==> config.mk <==
export PLATFORM = sky130hd
export DESIGN_NAME = gemm_tile_sequencer
export DESIGN_NICKNAME = d
export VERILOG_FILES = /design/src/rtl/gemm_tile_sequencer_pkg.sv /design/src/rtl/gemm_tile_walker.sv /design/src/rtl/gemm_tile_sequencer.sv
export SDC_FILE = /design/constraint.sdc
export NUM_CORES = 2
export LEC_CHECK = 0
export BUFFER_PORTS_ARGS = -buffer_cell sky130_fd_sc_hd__buf_2
export CORE_MARGIN = 2
export CORE_UTILIZATION = 55
export CTS_CLUSTER_DIAMETER = 100
export DETAILED_ROUTE_END_ITERATION = 6
export PLACE_DENSITY_LB_ADDON = 0.12
export SLEW_MARGIN = 10
export SYNTH_ARGS = -nofsm -noshare
export SYNTH_HDL_FRONTEND = slang
export SYNTH_SLANG_ARGS = --single-unit
==> constraint.sdc <==
create_clock -name clk -period 32.9 [get_ports clk]
set_clock_uncertainty 0.1 [all_clocks]
set_input_delay 9.87 -clock clk [delete_from_list [all_inputs] [get_ports clk]]
set_output_delay 9.87 -clock clk [all_outputs]
set_load 0.01 [all_outputs]
==> src/rtl/gemm_tile_sequencer_pkg.sv <==
// Shared configuration for the GEMM tile sequencer: systolic array geometry,
// GEMM register block offsets, M block size and the sequencer state encoding.
package gemm_tile_sequencer_pkg;

  localparam logic [15:0] SUPER_SYS_ROWS = 16'd16;
  localparam logic [15:0] SUPER_SYS_COLS = 16'd16;
  localparam logic [15:0] M_BLOCK        = 16'd16;

  localparam logic [31:0] OFF_A    = 32'd0;
  localparam logic [31:0] OFF_B    = 32'd4;
  localparam logic [31:0] OFF_C    = 32'd8;
  localparam logic [31:0] OFF_ASTR = 32'd12;
  localparam logic [31:0] OFF_BSTR = 32'd16;
  localparam logic [31:0] OFF_CTRL = 32'd20;
  localparam logic [31:0] OFF_DIM  = 32'd24;

  typedef enum logic [3:0] {
    IDLE, WR_ASTR, WR_BSTR, WR_AADR, WR_BADR, WR_CADR, WR_CTRL, WR_DIM,
    POLL_FULL, ADVANCE, POLL_DONE, FINISH
  } seq_state_t;

  // Tile extent along one axis: whatever remains of the dimension, capped at the block.
  function automatic logic [15:0] clamp_size(input logic [15:0] dim,
                                             input logic [15:0] pos,
                                             input logic [15:0] block);
    logic [15:0] rem;
    rem = dim - pos;
    return (rem < block) ? rem : block;
  endfunction

  // True when the tile starting at pos reaches or passes the end of the dimension.
  function automatic logic reaches_end(input logic [15:0] dim,
                                       input logic [15:0] pos,
                                       input logic [15:0] block);
    return (17'(pos) + 17'(block)) >= 17'(dim);
  endfunction

endpackage

==> src/rtl/gemm_tile_walker.sv <==
// Tile walker: n outermost, m middle, k innermost loop counters, plus the
// clamped tile sizes and the first/last flags of the current tile.
module gemm_tile_walker
  import gemm_tile_sequencer_pkg::*;
(
  input  logic        clk,
  input  logic        rst,
  input  logic        clear,
  input  logic        step,
  input  logic [15:0] dim_m,
  input  logic [15:0] dim_k,
  input  logic [15:0] dim_n,
  output logic [15:0] m_idx,
  output logic [15:0] k_idx,
  output logic [15:0] n_idx,
  output logic [15:0] msz,
  output logic [15:0] ksz,
  output logic [15:0] nsz,
  output logic        first,
  output logic        last,
  output logic        final_tile
);

  logic k_wrap;
  logic m_wrap;
  logic n_wrap;

  assign k_wrap     = reaches_end(dim_k, k_idx, SUPER_SYS_ROWS);
  assign m_wrap     = reaches_end(dim_m, m_idx, M_BLOCK);
  assign n_wrap     = reaches_end(dim_n, n_idx, SUPER_SYS_COLS);
  assign msz        = clamp_size(dim_m, m_idx, M_BLOCK);
  assign ksz        = clamp_size(dim_k, k_idx, SUPER_SYS_ROWS);
  assign nsz        = clamp_size(dim_n, n_idx, SUPER_SYS_COLS);
  assign first      = (k_idx == 16'd0);
  assign last       = k_wrap;
  assign final_tile = k_wrap & m_wrap & n_wrap;

  // Nested counter advance: k wraps into m, m wraps into n, n wraps to zero.
  always_ff @(posedge clk or negedge rst) begin
    if (!rst) begin
      m_idx <= '0;
      k_idx <= '0;
      n_idx <= '0;
    end else if (clear) begin
      m_idx <= '0;
      k_idx <= '0;
      n_idx <= '0;
    end else if (step) begin
      if (!k_wrap) begin
        k_idx <= k_idx + SUPER_SYS_ROWS;
      end else begin
        k_idx <= '0;
        if (!m_wrap) begin
          m_idx <= m_idx + M_BLOCK;
        end else begin
          m_idx <= '0;
          n_idx <= n_wrap ? 16'd0 : n_idx + SUPER_SYS_COLS;
        end
      end
    end
  end

endmodule

==> src/rtl/gemm_tile_sequencer.sv <==
// GEMM tile sequencer top: latches a job, programs the GEMM register block
// tile by tile over the system bus, polls for queue space and completion.
// Optional build macro GEMM_SEQ_CYCLE_CNT_EN enables the busy-cycle counter;
// without it cycle_count is tied to zero.
// Bus: system_bus_en marks a single-cycle access; rdwr=1 write, 0 read. Read
// data is sampled on the cycle after the read is issued, with the bus idle.
module gemm_tile_sequencer
  import gemm_tile_sequencer_pkg::*;
#(
  parameter logic [31:0] GEMM_BASE = 32'h9000_0000
) (
  input  logic        clk,
  input  logic        rst,
  input  logic        start,
  input  logic [15:0] dim_m,
  input  logic [15:0] dim_k,
  input  logic [15:0] dim_n,
  input  logic [31:0] a_base,
  input  logic [31:0] b_base,
  input  logic [31:0] c_base,
  output logic        busy,
  output logic        done,
  output logic [31:0] cycle_count,
  output logic        system_bus_en,
  output logic        system_bus_rdwr,
  output logic [31:0] system_bus_addr,
  output logic [31:0] system_bus_wr_data,
  input  logic [31:0] system_bus_rd_data,
  output seq_state_t  fsm_state
);

  seq_state_t  state_q, state_d;
  logic        poll_phase_q, poll_phase_d;
  logic [15:0] m_q, k_q, n_q;
  logic [31:0] a_q, b_q, c_q;
  logic [15:0] m_idx, k_idx, n_idx, msz, ksz, nsz;
  logic        first, last, final_tile;
  logic        accept, zero_dim, step;
  logic [31:0] a_tile, b_tile, c_tile, dim_word;
  logic        unused_rd_bits;

  assign accept         = (state_q == IDLE) && start;
  assign zero_dim       = (dim_m == 16'd0) || (dim_k == 16'd0) || (dim_n == 16'd0);
  assign busy           = (state_q != IDLE);
  assign fsm_state      = state_q;
  assign unused_rd_bits = ^system_bus_rd_data[31:1];

  assign a_tile   = a_q + 32'(m_idx) * 32'(k_q) + 32'(k_idx);
  assign b_tile   = b_q + (32'(k_idx) + 32'(ksz) - 32'd1) * 32'(n_q) + 32'(n_idx);
  assign c_tile   = c_q + 32'(m_idx) * 32'(n_q) + 32'(n_idx);
  assign dim_word = 32'(msz) | (32'(ksz) << 5) | (32'(nsz) << 10);

  gemm_tile_walker u_walker (
    .clk        (clk),
    .rst        (rst),
    .clear      (accept),
    .step       (step),
    .dim_m      (m_q),
    .dim_k      (k_q),
    .dim_n      (n_q),
    .m_idx      (m_idx),
    .k_idx      (k_idx),
    .n_idx      (n_idx),
    .msz        (msz),
    .ksz        (ksz),
    .nsz        (nsz),
    .first      (first),
    .last       (last),
    .final_tile (final_tile)
  );

  // Job parameters are captured only when a start is accepted in IDLE.
  always_ff @(posedge clk or negedge rst) begin
    if (!rst) begin
      m_q <= '0; k_q <= '0; n_q <= '0;
      a_q <= '0; b_q <= '0; c_q <= '0;
    end else if (accept) begin
      m_q <= dim_m; k_q <= dim_k; n_q <= dim_n;
      a_q <= a_base; b_q <= b_base; c_q <= c_base;
    end
  end

  // State register and the issue/sample phase of the polling states.
  always_ff @(posedge clk or negedge rst) begin
    if (!rst) begin
      state_q      <= IDLE;
      poll_phase_q <= 1'b0;
    end else begin
      state_q      <= state_d;
      poll_phase_q <= poll_phase_d;
    end
  end

  // Next state and bus drive; polls alternate an issue cycle and a sample cycle.
  always_comb begin
    state_d            = state_q;
    poll_phase_d       = 1'b0;
    step               = 1'b0;
    done               = 1'b0;
    system_bus_en      = 1'b0;
    system_bus_rdwr    = 1'b0;
    system_bus_addr    = 32'd0;
    system_bus_wr_data = 32'd0;
    case (state_q)
      IDLE: begin
        if (start) state_d = zero_dim ? FINISH : WR_ASTR;
      end
      WR_ASTR: begin
        system_bus_en = 1'b1; system_bus_rdwr = 1'b1;
        system_bus_addr = GEMM_BASE + OFF_ASTR; system_bus_wr_data = 32'(k_q);
        state_d = WR_BSTR;
      end
      WR_BSTR: begin
        system_bus_en = 1'b1; system_bus_rdwr = 1'b1;
        system_bus_addr = GEMM_BASE + OFF_BSTR; system_bus_wr_data = 32'(n_q);
        state_d = WR_AADR;
      end
      WR_AADR: begin
        system_bus_en = 1'b1; system_bus_rdwr = 1'b1;
        system_bus_addr = GEMM_BASE + OFF_A; system_bus_wr_data = a_tile;
        state_d = WR_BADR;
      end
      WR_BADR: begin
        system_bus_en = 1'b1; system_bus_rdwr = 1'b1;
        system_bus_addr = GEMM_BASE + OFF_B; system_bus_wr_data = b_tile;
        state_d = WR_CADR;
      end
      WR_CADR: begin
        system_bus_en = 1'b1; system_bus_rdwr = 1'b1;
        system_bus_addr = GEMM_BASE + OFF_C; system_bus_wr_data = c_tile;
        state_d = WR_CTRL;
      end
      WR_CTRL: begin
        system_bus_en = 1'b1; system_bus_rdwr = 1'b1;
        system_bus_addr = GEMM_BASE + OFF_CTRL; system_bus_wr_data = {30'd0, first, last};
        state_d = WR_DIM;
      end
      WR_DIM: begin
        system_bus_en = 1'b1; system_bus_rdwr = 1'b1;
        system_bus_addr = GEMM_BASE + OFF_DIM; system_bus_wr_data = dim_word;
        state_d = POLL_FULL;
      end
      POLL_FULL: begin
        if (!poll_phase_q) begin
          system_bus_en   = 1'b1;
          system_bus_addr = GEMM_BASE + OFF_A;
          poll_phase_d    = 1'b1;
        end else if (!system_bus_rd_data[0]) begin
          state_d = ADVANCE;
        end
      end
      ADVANCE: begin
        step    = 1'b1;
        state_d = final_tile ? POLL_DONE : WR_ASTR;
      end
      POLL_DONE: begin
        if (!poll_phase_q) begin
          system_bus_en   = 1'b1;
          system_bus_addr = GEMM_BASE + OFF_DIM;
          poll_phase_d    = 1'b1;
        end else if (system_bus_rd_data[0]) begin
          state_d = FINISH;
        end
      end
      FINISH: begin
        done    = 1'b1;
        state_d = IDLE;
      end
      default: state_d = IDLE;
    endcase
  end

`ifdef GEMM_SEQ_CYCLE_CNT_EN
  logic [31:0] cycle_cnt_q;

  // Counts every busy cycle of the current job; holds once back in IDLE.
  always_ff @(posedge clk or negedge rst) begin
    if (!rst)        cycle_cnt_q <= '0;
    else if (accept) cycle_cnt_q <= '0;
    else if (busy)   cycle_cnt_q <= cycle_cnt_q + 32'd1;
  end

  assign cycle_count = cycle_cnt_q;
`else
  assign cycle_count = 32'd0;
`endif

endmodule

==> metrics.md <==
| Metric | Value |
|---|---|
| Status | `finished, final reports clean` |
| Crit. End Element | `primary output` |
| Layout cells sized above 1 | `6.57%` |
| CTS tree | `built` |
| Final nets | `between 6000 and 7000` |
| Max Root-Sink Buffers | `2` |
| CTS clock-pin slew for the worst setup and hold paths | `0.07 ns` |
| Worst Hold Class | `reg -> reg` |
| Minimum clock period | `between 20 and 25 ns` |
| Drt drc | `0` |
| Remaining global-route overflow | `0` |
| Drt wl/cell | `about 20 µm` |
| CTS Buf Count | `17` |
| Unrepaired setup endpoints after global routing | `no` |
| Synth area leader | `fa_1` |
| Layout Cells excl Fill | `approximately 6000` |
| Buffers added on ports | `192` |
| Number of warnings issued by yosys | `0` |
| Largest net degree at the start of global routing | `around 100` |
| Final setup viols | `0` |
| Clk Latency, worst-skew pair | `0.53 ns` |
| Area added between synthesis and finish | `6.60%` |
| Dpl cells | `between 5000 and 6000` |
| Netlist cell types | `between 80 and 90` |
| Hold Vio Cnt, Final | `0` |
| Sequential area share after synthesis | `around 11%` |
| IO Pins | `around 280` |
| H-tree depth reported by CTS | `4` |
| Slew of the pin with the lowest slew margin | `approximately 1.1 ns` |
| Routed wire length | `119 mm` |
| Slew Limit Fails | `0` |
| Die W | `277 µm` |
| Max incr delay on CP | `between 0.8 and 0.9 ns` |
| Root buf cell | `clkbuf_16` |
| CP Class | `reg -> out` |
| Area contributors post-synth | `fa_1 (36%), ha_1 (12%), dfrtp_1 (11%), inv_1 (10%), nand2_1 (6.7%)` |
| Mean Syn Cell Area | `8.56 µm²` |
| Crit path buf inv count | `9` |
| Number of flops mapped to enable cells by yosys | `0` |
| Full die area | `0.0770 mm²` |
| Vias in the first global route | `about 33000` |
| Post-synthesis async set-or-reset flop share | `100%` |
| Global-route usage over all layers | `between 30% and 40%` |
| Reg-to-Reg Start | `u_walker.m_idx[9]` |
| Routed vias | `~32000` |
| Most common cell after layout, fill and taps aside | `inv_1` |
| Dpl hpwl | `92.0 mm` |
| Initial Util | `between 50% and 60%` |
| #FFs+latches synth | `~190` |
| Fin crit share | `between 70% and 80%` |
| Max Clock Freq | `42.1 MHz` |
| Post-CTS Setup Repair Bufs | `0` |
| CP max FO | `26` |
| Max-cap violations | `0` |
| # rows | `100` |
| Final GP Congestion | `about 0.93` |
| Top cell type's share of synthesized area | `about 36%` |
| Mapped Area | `just over 0.04 mm²` |
| Worst Path Arrival | `13.80 ns` |
| Setup TNS Final | `0 ns` |
| Final Util | `between 50% and 60%` |
| Delay-heaviest family, CP | `adder cells` |
| Crit-path slowest cell | `dfrtp_1` |
| Clock Sinks | `around 190` |
| Antenna violations before repair | `2` |
| Most frequent cells in the layout | `inv_1 (1104), fa_1 (746), nand2_1 (732)` |
| Initial DRC count | `~2400` |
| Drt first pass iters | `7` |
| Hold Startpoint | `c_q[1]` |
| Syn Inst Count | `approximately 4800` |
| Startpoint type of the worst setup path | `register` |
| Cts hold-fix bufs | `0` |
| Filler cell count | `between 6000 and 7000` |
| Avg Vias per Cell | `roughly 5.4` |
| Die H | `approximately 280 µm` |
| First-pass GRT wire length | `~190 mm` |
| Final ANT Viol Nets | `0` |
| Worst EP required | `~23 ns` |
| Top_reg_cell synth | `dfrtp_1` |
| Core box area | `0.0742 mm²` |
| Slew margin rel. | `a little over a quarter` |
| Fin Hold WS | `0.396 ns` |
| Critical Path Start | `k_q[4]` |
| CTS resizes | `0` |
[cells by family (layout without fill, tap and decap cells)]
family / after synthesis / after routing / synth area share [%]
AOI/OAI and AO/OA: 593 / 593 / 9.13
xor gates and xnor gates: 164 / 164 / 3.53
adders and majority gates: 1128 / 1128 / 47.9
buffers and inverters: 1361 / 1397 / 13.0
DFF: 185 / 185 / 11.3
muxes: 8 / 8 / 0.198
other: 2 / 157 / 0.0183
and+or+nand+nor: 1363 / 1363 / 14.9
[path summary, 6_finish.rpt]
path | to | slack, ns | depth (start not counted)
setup / recovery | system_bus_wr_data[22] | 9.13 | 47
hold / removal | c_q[1] | 0.40 | 2
setup reg to reg | u_walker.n_idx[4] | 27.81 | 11
hold reg to reg | c_q[1] | 0.40 | 2
max in group asynchronous | n_q[8] | 22.07 | 2
min in group asynchronous | m_q[4] | 9.27 | 1
[through the flow]
| stage | setup WS [ns] | instance area [µm²] |
|---|---|---|
| 6_report | 9.13 | 43800 |
| 5_1_grt | 8.53 | 43800 |
| 4_1_cts | 9.30 | 43800 |
| 3_5_place_dp | 9.93 | 43200 |
| 3_3_place_gp | 10.04 | 43200 |
| 2_1_floorplan | 12.52 | 41700 |
[tightest hold or removal path, delay by kind of cell (launching register included)]
kind	cells	cell delay, ns
flops	1	0.35
simple gates	2	0.11
[metal layers]
metal	GRT usage [%]	vias to the layer above	part of all wire [%]
li1	-	14748	-
met1	43.7	16284	42
met2	51.9	1157	47
met3	5.49	214	7.5
met4	11.8	0	3.8
met5	0	-	0
[synthesized netlist by cell type, types with 5 or more instances]
library cell	number
buf_1	23
nor2b_1	16
a31oi_1	9
o21a_1	13
fa_1	746
clkinv_1	10
dfrtp_1	185
nand4_1	16
buf_4	66
nor4_1	23
a22oi_1	20
o21bai_1	18
o311ai_0	7
nand2_1	733
nor3_1	50
inv_1	1104
o21ai_0	208
o21ai_1	6
xor2_1	45
a21oi_1	134
xnor2_1	118
nand2b_1	35
ha_1	382
nand3_1	41
or2_2	6
a31o_2	10
mux2i_1	7
and3_1	25
nor4b_1	5
o31ai_1	14
or4_1	5
a211oi_1	14
o211ai_1	7
a21o_1	58
nor2_1	205
clkbuf_1	154
a222oi_1	12
and2_1	182
nor3b_1	6
[sequential cells by signal (all words and copies together), names as in the netlist]
register / cells
u_walker.n_idx: 12
u_walker.k_idx: 12
n_q: 16
k_q: 16
a_q: 32
fsm_state: 4
c_q: 32
b_q: 32
poll_phase_q: 1
m_q: 16
u_walker.m_idx: 12
[layout make-up]
class                   count  area (µm²)  share of cell area (%)
well taps                 969        1210                    2.77
clock buffers              22         464                    1.06
clock inverters            10         134                   0.305
flip-flops and latches    185        4640                    10.6
inverters                1114        4180                    9.54
repair buffers            251        1410                    3.22
multi-input cells        3410       31800                    72.5
diodes                      3        7.51                  0.0171
Power is not shown: default switching activity piles up to over one toggle a cycle in this logic, so the estimate is an artifact.
